$ cat src/rtl/maxpool_scheduler.sv
// maxpool_scheduler: walks NUM_CH feature maps through one shared
// maxpool engine, from the input feature RAM to the output RAM.
module maxpool_scheduler #(
    parameter int MAP_WIDTH = 28,
    parameter int OUT_DIM   = MAP_WIDTH / 2,
    parameter int NUM_CH    = 6,
    parameter int IN_AW     = $clog2(NUM_CH * MAP_WIDTH * MAP_WIDTH),
    parameter int OUT_AW    = $clog2(NUM_CH * OUT_DIM * OUT_DIM),
    localparam int CHW      = (NUM_CH > 1) ? $clog2(NUM_CH) : 1
) (
    input  logic                     clk,
    input  logic                     rst,
    input  logic                     start,
    input  logic                     hold,
    output logic                     busy,
    output logic                     done,
    output logic                     err,
    output logic [CHW-1:0]           ch_idx,
    output logic                     rd_en,
    output logic [IN_AW-1:0]         rd_addr,
    input  logic signed [7:0]        rd_data,
    output logic                     eng_rst,
    output logic                     eng_valid_in,
    output logic signed [7:0]        eng_pixel_in,
    input  logic                     eng_valid_out,
    input  logic signed [7:0]        eng_pixel_out,
    input  logic                     eng_all_done,
    output logic                     wr_en,
    output logic [OUT_AW-1:0]        wr_addr,
    output logic signed [7:0]        wr_data
);

    localparam int PIX  = MAP_WIDTH * MAP_WIDTH;
    localparam int OPIX = OUT_DIM * OUT_DIM;

    localparam logic [IN_AW-1:0]  PIX_W  = IN_AW'(PIX);
    localparam logic [IN_AW-1:0]  PLAST  = IN_AW'(PIX - 1);
    localparam logic [OUT_AW-1:0] OPIX_W = OUT_AW'(OPIX);
    localparam logic [OUT_AW-1:0] OLAST  = OUT_AW'(OPIX - 1);
    localparam logic [CHW-1:0]    CLAST  = CHW'(NUM_CH - 1);

    typedef enum logic [2:0] {
        IDLE,
        CLR,
        STREAM,
        DRAIN,
        DONE
    } state_t;

    state_t              state_q, state_d;
    logic [CHW-1:0]      ch_q, ch_d;
    logic [IN_AW-1:0]    rd_cnt_q, rd_cnt_d;
    logic [IN_AW-1:0]    rd_base_q, rd_base_d;
    logic [OUT_AW-1:0]   wr_cnt_q, wr_cnt_d;
    logic [OUT_AW-1:0]   wr_base_q, wr_base_d;
    logic [OUT_AW-1:0]   eng_cnt_q, eng_cnt_d;
    logic                seen_q, seen_d;
    logic                err_q, err_d;
    logic                all_done_q;
    logic                vin_q;
    logic                wr_en_q, wr_en_d;
    logic signed [7:0]   wr_data_q;

    logic active;
    logic rd_go;
    logic rise;
    logic final_out;
    logic final_wr;

    assign active    = (state_q == STREAM) || (state_q == DRAIN);
    assign rd_go     = (state_q == STREAM) && !hold && !rst;
    assign rise      = eng_all_done && !all_done_q;
    assign final_out = active && eng_valid_out && (eng_cnt_q == OLAST);
    assign final_wr  = wr_en_q && (wr_cnt_q == OLAST);
    assign wr_en_d   = active && eng_valid_out;

    always_comb begin
        state_d   = state_q;
        ch_d      = ch_q;
        rd_cnt_d  = rd_cnt_q;
        rd_base_d = rd_base_q;
        wr_cnt_d  = wr_cnt_q + OUT_AW'(wr_en_q);
        wr_base_d = wr_base_q;
        eng_cnt_d = eng_cnt_q + OUT_AW'(wr_en_d);
        seen_d    = seen_q || (rise && (final_out || final_wr));
        // all_done must rise with the last output or its write
        err_d     = err_q
                  || (rise && !(final_out || final_wr))
                  || (final_wr && !(seen_q || rise));
        unique case (state_q)
            IDLE: begin
                if (start) begin
                    state_d   = CLR;
                    ch_d      = '0;
                    rd_base_d = '0;
                    wr_base_d = '0;
                end
            end
            CLR: begin
                rd_cnt_d  = '0;
                wr_cnt_d  = '0;
                eng_cnt_d = '0;
                seen_d    = 1'b0;
                state_d   = STREAM;
            end
            STREAM: begin
                if (rd_go) begin
                    rd_cnt_d = rd_cnt_q + 1'b1;
                    if (rd_cnt_q == PLAST) begin
                        state_d = DRAIN;
                    end
                end
            end
            DRAIN: begin
                if (final_wr) begin
                    if (ch_q == CLAST) begin
                        state_d = DONE;
                    end else begin
                        state_d   = CLR;
                        ch_d      = ch_q + 1'b1;
                        rd_base_d = rd_base_q + PIX_W;
                        wr_base_d = wr_base_q + OPIX_W;
                    end
                end
            end
            DONE: begin
                state_d   = IDLE;
                ch_d      = '0;
                rd_base_d = '0;
                wr_base_d = '0;
            end
            default: begin
                state_d = IDLE;
            end
        endcase
    end

    always_ff @(posedge clk) begin
        if (rst) begin
            state_q    <= IDLE;
            ch_q       <= '0;
            rd_cnt_q   <= '0;
            rd_base_q  <= '0;
            wr_cnt_q   <= '0;
            wr_base_q  <= '0;
            eng_cnt_q  <= '0;
            seen_q     <= 1'b0;
            err_q      <= 1'b0;
            all_done_q <= 1'b0;
            vin_q      <= 1'b0;
            wr_en_q    <= 1'b0;
            wr_data_q  <= '0;
        end else begin
            state_q    <= state_d;
            ch_q       <= ch_d;
            rd_cnt_q   <= rd_cnt_d;
            rd_base_q  <= rd_base_d;
            wr_cnt_q   <= wr_cnt_d;
            wr_base_q  <= wr_base_d;
            eng_cnt_q  <= eng_cnt_d;
            seen_q     <= seen_d;
            err_q      <= err_d;
            all_done_q <= eng_all_done;
            vin_q      <= rd_go;
            wr_en_q    <= wr_en_d;
            wr_data_q  <= eng_valid_out ? eng_pixel_out : wr_data_q;
        end
    end

    // RAM data arrives one cycle after the strobe, alongside vin_q
    assign eng_valid_in = vin_q;
    assign eng_pixel_in = vin_q ? rd_data : 8'sd0;

    assign busy    = (state_q != IDLE);
    assign done    = (state_q == DONE);
    assign err     = err_q;
    assign ch_idx  = ch_q;
    assign rd_en   = rd_go;
    assign rd_addr = rd_base_q + rd_cnt_q;
    assign eng_rst = rst || (state_q == CLR);
    assign wr_en   = wr_en_q;
    assign wr_addr = wr_base_q + wr_cnt_q;
    assign wr_data = wr_data_q;

endmodule
$ cat config.mk
export PLATFORM = sky130hd
export DESIGN_NAME = maxpool_scheduler
export DESIGN_NICKNAME = d
export VERILOG_FILES = /design/src/rtl/maxpool_scheduler.sv
export SDC_FILE = /design/constraint.sdc
export NUM_CORES = 1
export LEC_CHECK = 0
export ABC_CLOCK_PERIOD_IN_PS = 2600
export CAP_MARGIN = 10
export CORE_AREA = 2 2 93 95
export DETAILED_ROUTE_END_ITERATION = 16
export DIE_AREA = 0 0 95 97
export GPL_ROUTABILITY_DRIVEN = 0
export PLACE_DENSITY_LB_ADDON = 0.3
export SLEW_MARGIN = 0
export SYNTH_ARGS = -nofsm -noshare
export SYNTH_HDL_FRONTEND = slang
export SYNTH_SLANG_ARGS = --single-unit
$ cat constraint.sdc
create_clock -name clk -period 2.6 [get_ports clk]
set_clock_uncertainty 0.05 [all_clocks]
set_input_delay 0.52 -clock clk [delete_from_list [all_inputs] [get_ports clk]]
set_output_delay 0.52 -clock clk [all_outputs]
set_load 0.01 [all_outputs]
Yosys cells after proc, flatten, opt, wreduce, memory -nomap -nowiden
Cells that the tools add are included.

operators by class
  reduce and logical (&&, ||, !) cells = 29
  $add $sub $neg = 8
  equal/unequal tests = 13
  muxes and demuxes = 21

operators by type and width
  operator                count
  $mux 13                 4
  $pmux 13 s3             1
  $mux 11                 3
  $pmux 11 s3             1
  $pmux 13 s2             1
  $mux 3                  8
  $add 11x1->11           2
  $eq 11x8->1 const B     2
  $add 13x1->13 const B   1
  $add 13x10->13 const B  1
  $add 13x13->13          1
  $eq 13x10->1 const B    1
  $pmux 3 s4              1
  $add 11x11->11          1
  $add 11x8->11 const B   1
  $logic_and 1x1->1       9
  $pmux 3 s3              1
  $mux 8                  1
  $ne 2x2->1 const B      4
  $reduce_and 4->1        2
  $logic_or 1x1->1        7
  $eq 3x2->1 const B      2
  $eq 3x3->1 const B      2
  $reduce_bool 3->1       2
  8 further kinds         12

storage, ports and cells
  logic and storage cells = 84
  flip-flop bits (word level) = 78
  input bits = 22

Depth between registers and ports, before layout
Gate-level depths: netlist of run 1.

  word-level depth = 9
  mapped depth = 8

Worst setup path after synthesis of run 1
No wires, ideal clock.

  path kind = flip-flop to output port
  start point = register wr_cnt_q[4]
  end point = output wr_addr[10]
  data required time = 2.030 ns
  buffers on the path = 0
  path slack = -0.025 ns
  cell stages (with the launch flop) = 6
  arrival = 2.055 ns
  cell sequence = dfxtp_1 ha_1 and3_1 a2111oi_0 nor3_1 nor3_1

between the ends
  longest elaborated chain between the ends = 1

ends and longest elaborated chain
  what                      RTL line  RTL
  start: declaration        54        logic [OUT_AW-1:0] wr_cnt_q, wr_cnt_d;
  start signal: assignment  158       wr_cnt_q <= wr_cnt_d;
  $add 11x11->11            182       assign wr_addr = wr_base_q + wr_cnt_q;
  end: declaration          29        output logic [OUT_AW-1:0] wr_addr,

No other way between the ends.

Worst setup path after layout of run 1
Same ends and word-level chain as after synthesis.

==> flow_metrics.py, run 1 <==
metrics = {
    "floorplan": {
        "rows": 33,
        "pin_count": 72,
        "initial_core_util_pct": 53.1,
        "die_w_um": 95,
        "die_h_um": 97,
        "core_area_sq_um": 8130,
        "die_area_sq_um": 9220,
    },
    "timing": {
        "rsz0062_at_grt": "true",
        "slew_violations": 0,
        "max_freq_mhz": 384,
        "hold_violations": 0,
        "relSlewSlack_pct": 50.9,
        "whs_ps": 422,
        "setup_viol": 1,
        "tightest_slew_ps": 737,
        "fin_crit_sh_pct": 100,
        "tns_ps": -6.76,
        "setup_ws_ps": -6.76,
        "period_minus_slack_ps": 2610,
    },
    "setup_path": {
        "cp_data_required_time_ps": 2030,
        "r2r-end": "wr_base_q[8]",
        "r2r-start": "wr_cnt_q[5]",
        "crit_fanout": 3,
        "critical_path_class": "reg -> out",
        "reg2reg_depth": 5,
        "start_kind": "register",
        "r2r_setup_slack_ps": 150,
        "worstSetupEndpointType": "output port",
        "critPathArrivalTime_ps": 2040,
    },
    "power": {
        "seq_power_share_pct": 42.1,
        "p_per_area_nw_per_um2": 464,
        "clkPwrFrac_pct": 40.3,
        "power.internal_mw": 1.96,
        "p_total_mw": 2.77,
        "p_sw_share_pct": 29.4,
        "ir_drop_uv": 372,
        "p_leak_nw": 2.43,
        "power.switching_uw": 815,
        "pwr-share-comb_pct": 17.6,
    },
    "synthesis": {
        "synth_top_area_share_pct": 33.4,
        "synth_top_cells_by_area": "dfxtp_1, ha_1, nor2_1",
        "async_reset_ff_share_pct": 0,
        "synthMuxAreaShare_pct": 2.78,
        "synth_xor_area_share_pct": 8.12,
        "synth-simple-area-share_pct": 26.7,
        "syn-cell-area_sq_um": 4320,
        "synth.net_count": 552,
        "yosys.cell_count.top_type": "dfxtp_1",
        "synth_fa_ha_area_share_pct": 7.83,
        "synth_seq_area_share_pct": 33.4,
        "synth-edff-count": 0,
        "syn_avg_cell_area_sq_um": 8.58,
        "yosys_warnings": 0,
        "synthFlopType": "dfxtp_1",
        "synth_compound_gate_area_share_pct": 16.1,
        "synth.distinct_cells": 68,
        "netlist.top_cell.by_area": "dfxtp_1",
        "synth_cells": 503,
        "synth_top_family_by_area": "simple AND/OR/NAND/NOR gates",
        "ys_top_cells_by_count": "dfxtp_1, nor2_1, nand3_1",
        "ys_ff_latch": 72,
    },
    "routing": {
        "wire_per_inst_um": 17.5,
        "drcViolationCount": 0,
        "vias": 4485,
        "wirelength_um": 12900,
        "drtIter0Drc": 366,
        "avgViaCountPerCell": 6.10,
        "firstDrtPassIters": 5,
        "antenna_left": 0,
    },
    "place": {
        "dp_hpwl_um": 8640,
        "dpl_worst_slack_ps": -191,
        "portBuffers": 71,
        "dp_cells": 716,
    },
    "clock_tree": {
        "cts_max_level": 3,
        "cts-root-buf": "clkbuf_8",
        "worstSkewPairLatency_ps": 360,
        "cts_tree": "yes",
        "cts_buffer_depth": 2,
        "cts_sinks": 72,
        "cts_buffers": 9,
        "clk_pin_slew_worst_paths_ps": 90,
        "postCtsHoldBufs": 0,
    },
    "grt": {
        "track_usage_pct": 27.2,
        "grt_pass1_wl_um": 20100,
        "grt_max_degree": 36,
        "first_global_vias": 4407,
        "antenna_found_initial": 0,
        "grt_overflow": 0,
    },
    "worst_hold_path": {
        "hold_class": "reg -> reg",
        "whs_endpoint": "seen_q",
        "holdPathStages": 2,
        "hold_start": "seen_q",
    },
    "finish": {
        "multiInputGateArea_sq_um": 2890,
        "nets": 674,
        "area_growth_pct": 38.4,
        "n_fill_cell": 569,
        "diodes": 0,
        "final_cells": 735,
        "layout-drive-gt1-share_pct": 22.2,
        "seq_area_sq_um": 1460,
    },
    "run": {
        "maxCapViolations": 0,
    },
    "status": {
        "status": "finished with violations",
        "violations": "negative setup slack",
    },
}
critical path, cell delays in order (launching register included):
cell and delay [ps]:
dfxtp_2 340, ha_4 250, and3_4 200, a2111oi_4 280, buf_4 160, buf_4 110, o211a_1 170, nor3_2 40
buf_2 140
how the worst max path moves through the flow:
stage | start | end | slack [ps] | cells past startpoint
floorplan | wr_cnt_q[4] | wr_addr[10] | 90 | 5
finish | wr_cnt_q[4] | wr_addr[10] | -7 | 8
CTS | wr_cnt_q[4] | wr_addr[6] | -80 | 7
global placement | wr_cnt_q[4] | wr_addr[10] | -130 | 7
detailed placement | wr_cnt_q[4] | wr_addr[6] | -190 | 7
global route | wr_cnt_q[2] | wr_addr[8] | -70 | 7
per-stage QoR:
stage / utilization (%) / cell area, sq um
final: 73.4 / 5970
after global routing: 73.4 / 5970
after CTS: 72.4 / 5890
after detailed placement: 67.6 / 5500
after global placement: 67.6 / 5500
after floorplan: - / 4320
repair_timing:
action,4_1_cts,5_1_grt
setup endpoints to repair,13,11
resized for setup,59,28
cloned,0,0
buffers inserted,2,1
hold endpoints to repair,0,0
pin swaps,13,13
layout by cell type (no fill, tap or decap), types with 3 or more instances in the layout:
cell,n
o311ai_0,4
and2_1,10
ha_1,19
o32ai_1,3
nor3_1,10
or4_1,4
nand4_1,16
a21oi_1,17
clkbuf_2,3
nor3_2,4
a211o_1,4
nand2_1,22
xor2_1,16
inv_1,24
buf_4,63
and4_1,5
bufinv_16,3
nand3_1,28
dfxtp_2,12
a21o_1,4
or3_1,11
a2111oi_2,3
clkdlybuf4s50_1,56
o31ai_1,7
o21ai_0,10
nor2_1,55
nor2b_1,10
and3_1,10
buf_2,5
nand4b_1,3
a211oi_1,3
a21oi_2,4
ha_4,8
dlygate4sd2_1,6
clkbuf_8,9
mux2i_1,12
dfxtp_1,59
xnor2_1,23
flip-flops by register name, summed over array words and instances (netlist names):
name          flops
rd_base_q         9
rd_cnt_q         13
wr_base_q         9
wr_cnt_q         11
state_q           3
ch_idx            3
wr_data           8
err               1
eng_cnt_q        11
eng_valid_in      1
seen_q            1
wr_en             1
all_done_q        1
final cells by class:
type                    count  share of cell area, %
repair buffers            135                   19.3
clock inverters             7                   2.12
flip-flops and latches     72                   24.4
inverters                  24                   1.51
clock buffers               9                   2.07
multi-input cells         383                   48.4
well taps                 105                   2.20
logic make-up (layout without fill, tap and decap cells):
logic type,after synthesis,count (layout)
AND/OR/NAND/NOR,211,211
AO/OA/AOI/OAI,92,92
flip-flops,72,72
buffers and inverters,48,175
XOR/XNOR,40,40
adder cells (fa/ha/maj),27,27
multiplexers,12,12
other,1,1
per-layer routing:
layer | vias to the layer above | wire length [um] | track usage (%)
li1 | 2087 | - | -
met1 | 2121 | 5150 | 33.2
met2 | 225 | 6310 | 47.0
met3 | 52 | 994 | 5.61
met4 | 0 | 413 | 9.25
met5 | - | 0 | 0
power by group through the flow:
stage | Sequential, mW | Combinational (mW) | Clock, mW
finish | 1.17 | 0.488 | 1.12
detailed placement | 1.19 | 0.469 | 0
global route | 1.17 | 0.516 | 1.16
CTS | 1.17 | 0.478 | 1.12
floorplan | 1.17 | 0.309 | 0
global placement | 1.19 | 0.459 | 0
(Power assumes the default switching activity.)
==> inputs of run 2 (changes only) <==
--- a/config.mk
+++ b/config.mk
@@ -11,6 +11,7 @@
 export DETAILED_ROUTE_END_ITERATION = 16
 export DIE_AREA = 0 0 95 97
 export GPL_ROUTABILITY_DRIVEN = 0
+export GPL_TIMING_DRIVEN = 0
 export PLACE_DENSITY_LB_ADDON = 0.3
 export SLEW_MARGIN = 0
 export SYNTH_ARGS = -nofsm -noshare
==> run 2 against run 1 <==
  * The run still ends with negative setup slack left
  * Hold slack worse by 2.8 ps
  * First-iteration DRC count down 25%
  * Flip-flop and latch count unchanged
  * Sequential power decreased by 3%
  * Combinational power grew 9.0%
  * Sequential share of layout area grew 1.6 points
  * Global-route usage fell by 0.92 points
  * Total power decreased by 8.4%
  * Register-to-register slack better by 140 ps
  * Routed wire length is 9.6% lower
  * Utilization down 2.2 points
  * Critical path type unchanged
==> flow_metrics.py, run 2 (same netlist as run 1, synthesis figures left out) <==
metrics = {
    "clock_tree": {
        "postCtsHoldBufs": 0,
        "cts_sinks": 72,
        "cts_tree": "yes",
        "cts_buffer_depth": 2,
        "cts_buffers": 9,
        "cts_max_level": 3,
        "clk_pin_slew_worst_paths_ps": 90,
        "cts-root-buf": "clkbuf_8",
        "worstSkewPairLatency_ps": 360,
    },
    "floorplan": {
        "die_h_um": 97,
        "core_area_sq_um": 8130,
        "initial_core_util_pct": 53.1,
        "rows": 33,
        "die_area_sq_um": 9220,
        "die_w_um": 95,
        "pin_count": 72,
    },
    "setup_path": {
        "r2r_setup_slack_ps": 290,
        "r2r-start": "wr_cnt_q[4]",
        "path_delay_family": "compound AO/OA/AOI/OAI gates",
        "worst-path-buf-inv": 2,
        "crit_fanout": 5,
        "start_kind": "register",
        "slowest_delay_ps": 400,
        "cp_data_required_time_ps": 2030,
        "worstSetupEndpointType": "output port",
        "critical_path_class": "reg -> out",
        "critPathArrivalTime_ps": 2070,
        "crit_chain": "ha_4 -> a21o_1 -> a2111oi_4 -> buf_4 -> nor3_2 -> nor3_1 -> buf_2",
        "reg2reg_depth": 5,
        "r2r-end": "wr_base_q[9]",
        "critPathSlowestCell": "a2111oi_4",
    },
    "power": {
        "clkPwrFrac_pct": 34.5,
        "p_total_mw": 2.54,
        "p_per_area_nw_per_um2": 438,
        "p_leak_nw": 2.25,
        "ir_drop_uv": 296,
        "pwr-share-comb_pct": 21.0,
        "power.switching_uw": 856,
        "p_sw_share_pct": 33.7,
        "seq_power_share_pct": 44.6,
        "power.internal_mw": 1.68,
    },
    "worst_hold_path": {
        "hold_start": "seen_q",
        "hold_class": "reg -> reg",
        "holdPathStages": 2,
        "whs_endpoint": "seen_q",
    },
    "timing": {
        "hold_violations": 0,
        "setup_viol": 2,
        "setup_ws_ps": -41.6,
        "tightest_slew_ps": 766,
        "whs_ps": 419,
        "max_freq_mhz": 379,
        "fin_crit_sh_pct": 102,
        "period_minus_slack_ps": 2640,
        "relSlewSlack_pct": 48.9,
        "slew_violations": 0,
        "rsz0062_at_grt": "true",
    },
    "run": {
        "maxCapViolations": 0,
    },
    "grt": {
        "track_usage_pct": 26.3,
        "first_global_vias": 4127,
        "grt_max_degree": 16,
        "antenna_found_initial": 0,
        "grt_overflow": 0,
        "grt_pass1_wl_um": 19500,
    },
    "finish": {
        "layout_commonest_cell": "clkdlybuf4s50_1",
        "nets": 652,
        "n_fill_cell": 599,
        "reg_top3": "rd_cnt_q: 13 flops, eng_cnt_q: 11 flops, wr_cnt_q: 11 flops",
        "mostFrequentLayoutCells": "clkdlybuf4s50_1, nor2_1, dfxtp_1",
        "multiInputGateArea_sq_um": 2950,
        "largest_register_ffs": 13,
        "layout-drive-gt1-share_pct": 20.7,
        "regMostFlops": "rd_cnt_q",
        "area_growth_pct": 34.3,
        "seq_area_sq_um": 1510,
        "fin_area_sq_um": 5800,
        "diodes": 0,
    },
    "routing": {
        "wirelength_um": 11600,
        "avgViaCountPerCell": 5.92,
        "drcViolationCount": 0,
        "wire_per_inst_um": 16.3,
        "firstDrtPassIters": 5,
        "antenna_left": 0,
        "vias": 4222,
        "drtIter0Drc": 273,
    },
    "place": {
        "dp_hpwl_um": 8080,
        "portBuffers": 70,
        "dpl_worst_slack_ps": -1170,
        "place_area_sq_um": 5150,
    },
    "status": {
        "violations": "negative setup slack",
        "status": "finished with violations",
    },
}
## run 2: cell type report
type | instances | area share, %
inverter | 24 | 1.55
buffer | 24 | 2.29
sequential | 72 | 26.1
multi-input combinational | 383 | 50.8
timing repair buffer | 89 | 13.8
clock inverter | 7 | 1.10
clock buffer | 9 | 2.14
tap | 105 | 2.27
## run 2: layer usage
metal | part of all wire (%) | GRT usage (%)
met3 | 7.0 | 4.98
met2 | 49 | 43.9
met4 | 1.6 | 9.14
met5 | 0 | 0
met1 | 43 | 33.5
## run 2: worst register-to-register path: stages, from the launching register on
cell	delay (ps)
dfxtp_4	380
buf_4	160
or4b_1	570
o31ai_1	560
a21oi_1	140
or3_1	350
## run 2: worst max-delay path by stage
stage	from	endpoint	slack (ps)	cells after the start
floorplan	wr_cnt_q[4]	wr_addr[10]	90	5
global placement	rst	eng_rst	-1170	6
detailed placement	rst	eng_rst	-1170	6
CTS	wr_base_q[5]	wr_addr[10]	-30	7
global route	wr_base_q[5]	wr_addr[10]	-140	7
finish	wr_base_q[2]	wr_addr[10]	-40	7
## run 2: stage by stage
step | utilization (%) | instances | setup TNS [ps]
2_1_floorplan | - | 503 | 0
3_3_place_gp | 63.3 | 678 | -12390
3_5_place_dp | 63.3 | 678 | -14060
4_1_cts | 70.2 | 710 | -29.9
5_1_grt | 71.3 | 713 | -375
6_report | 71.3 | 713 | -48.8
## run 2: power groups by stage
stage	combinational, mW	sequential, mW	clock [mW]
after global placement	0.497	1.17	0
after CTS	0.519	1.13	0.883
after global routing	0.573	1.14	0.932
after detailed placement	0.503	1.17	0
after floorplan	0.309	1.17	0
final	0.532	1.13	0.875
## run 2: repair_timing
item / CTS / global route
buffers inserted: 16 / 3
gates resized for setup: 98 / 32
endpoints found under the setup margin: 16 / 16
pin swaps: 13 / 5
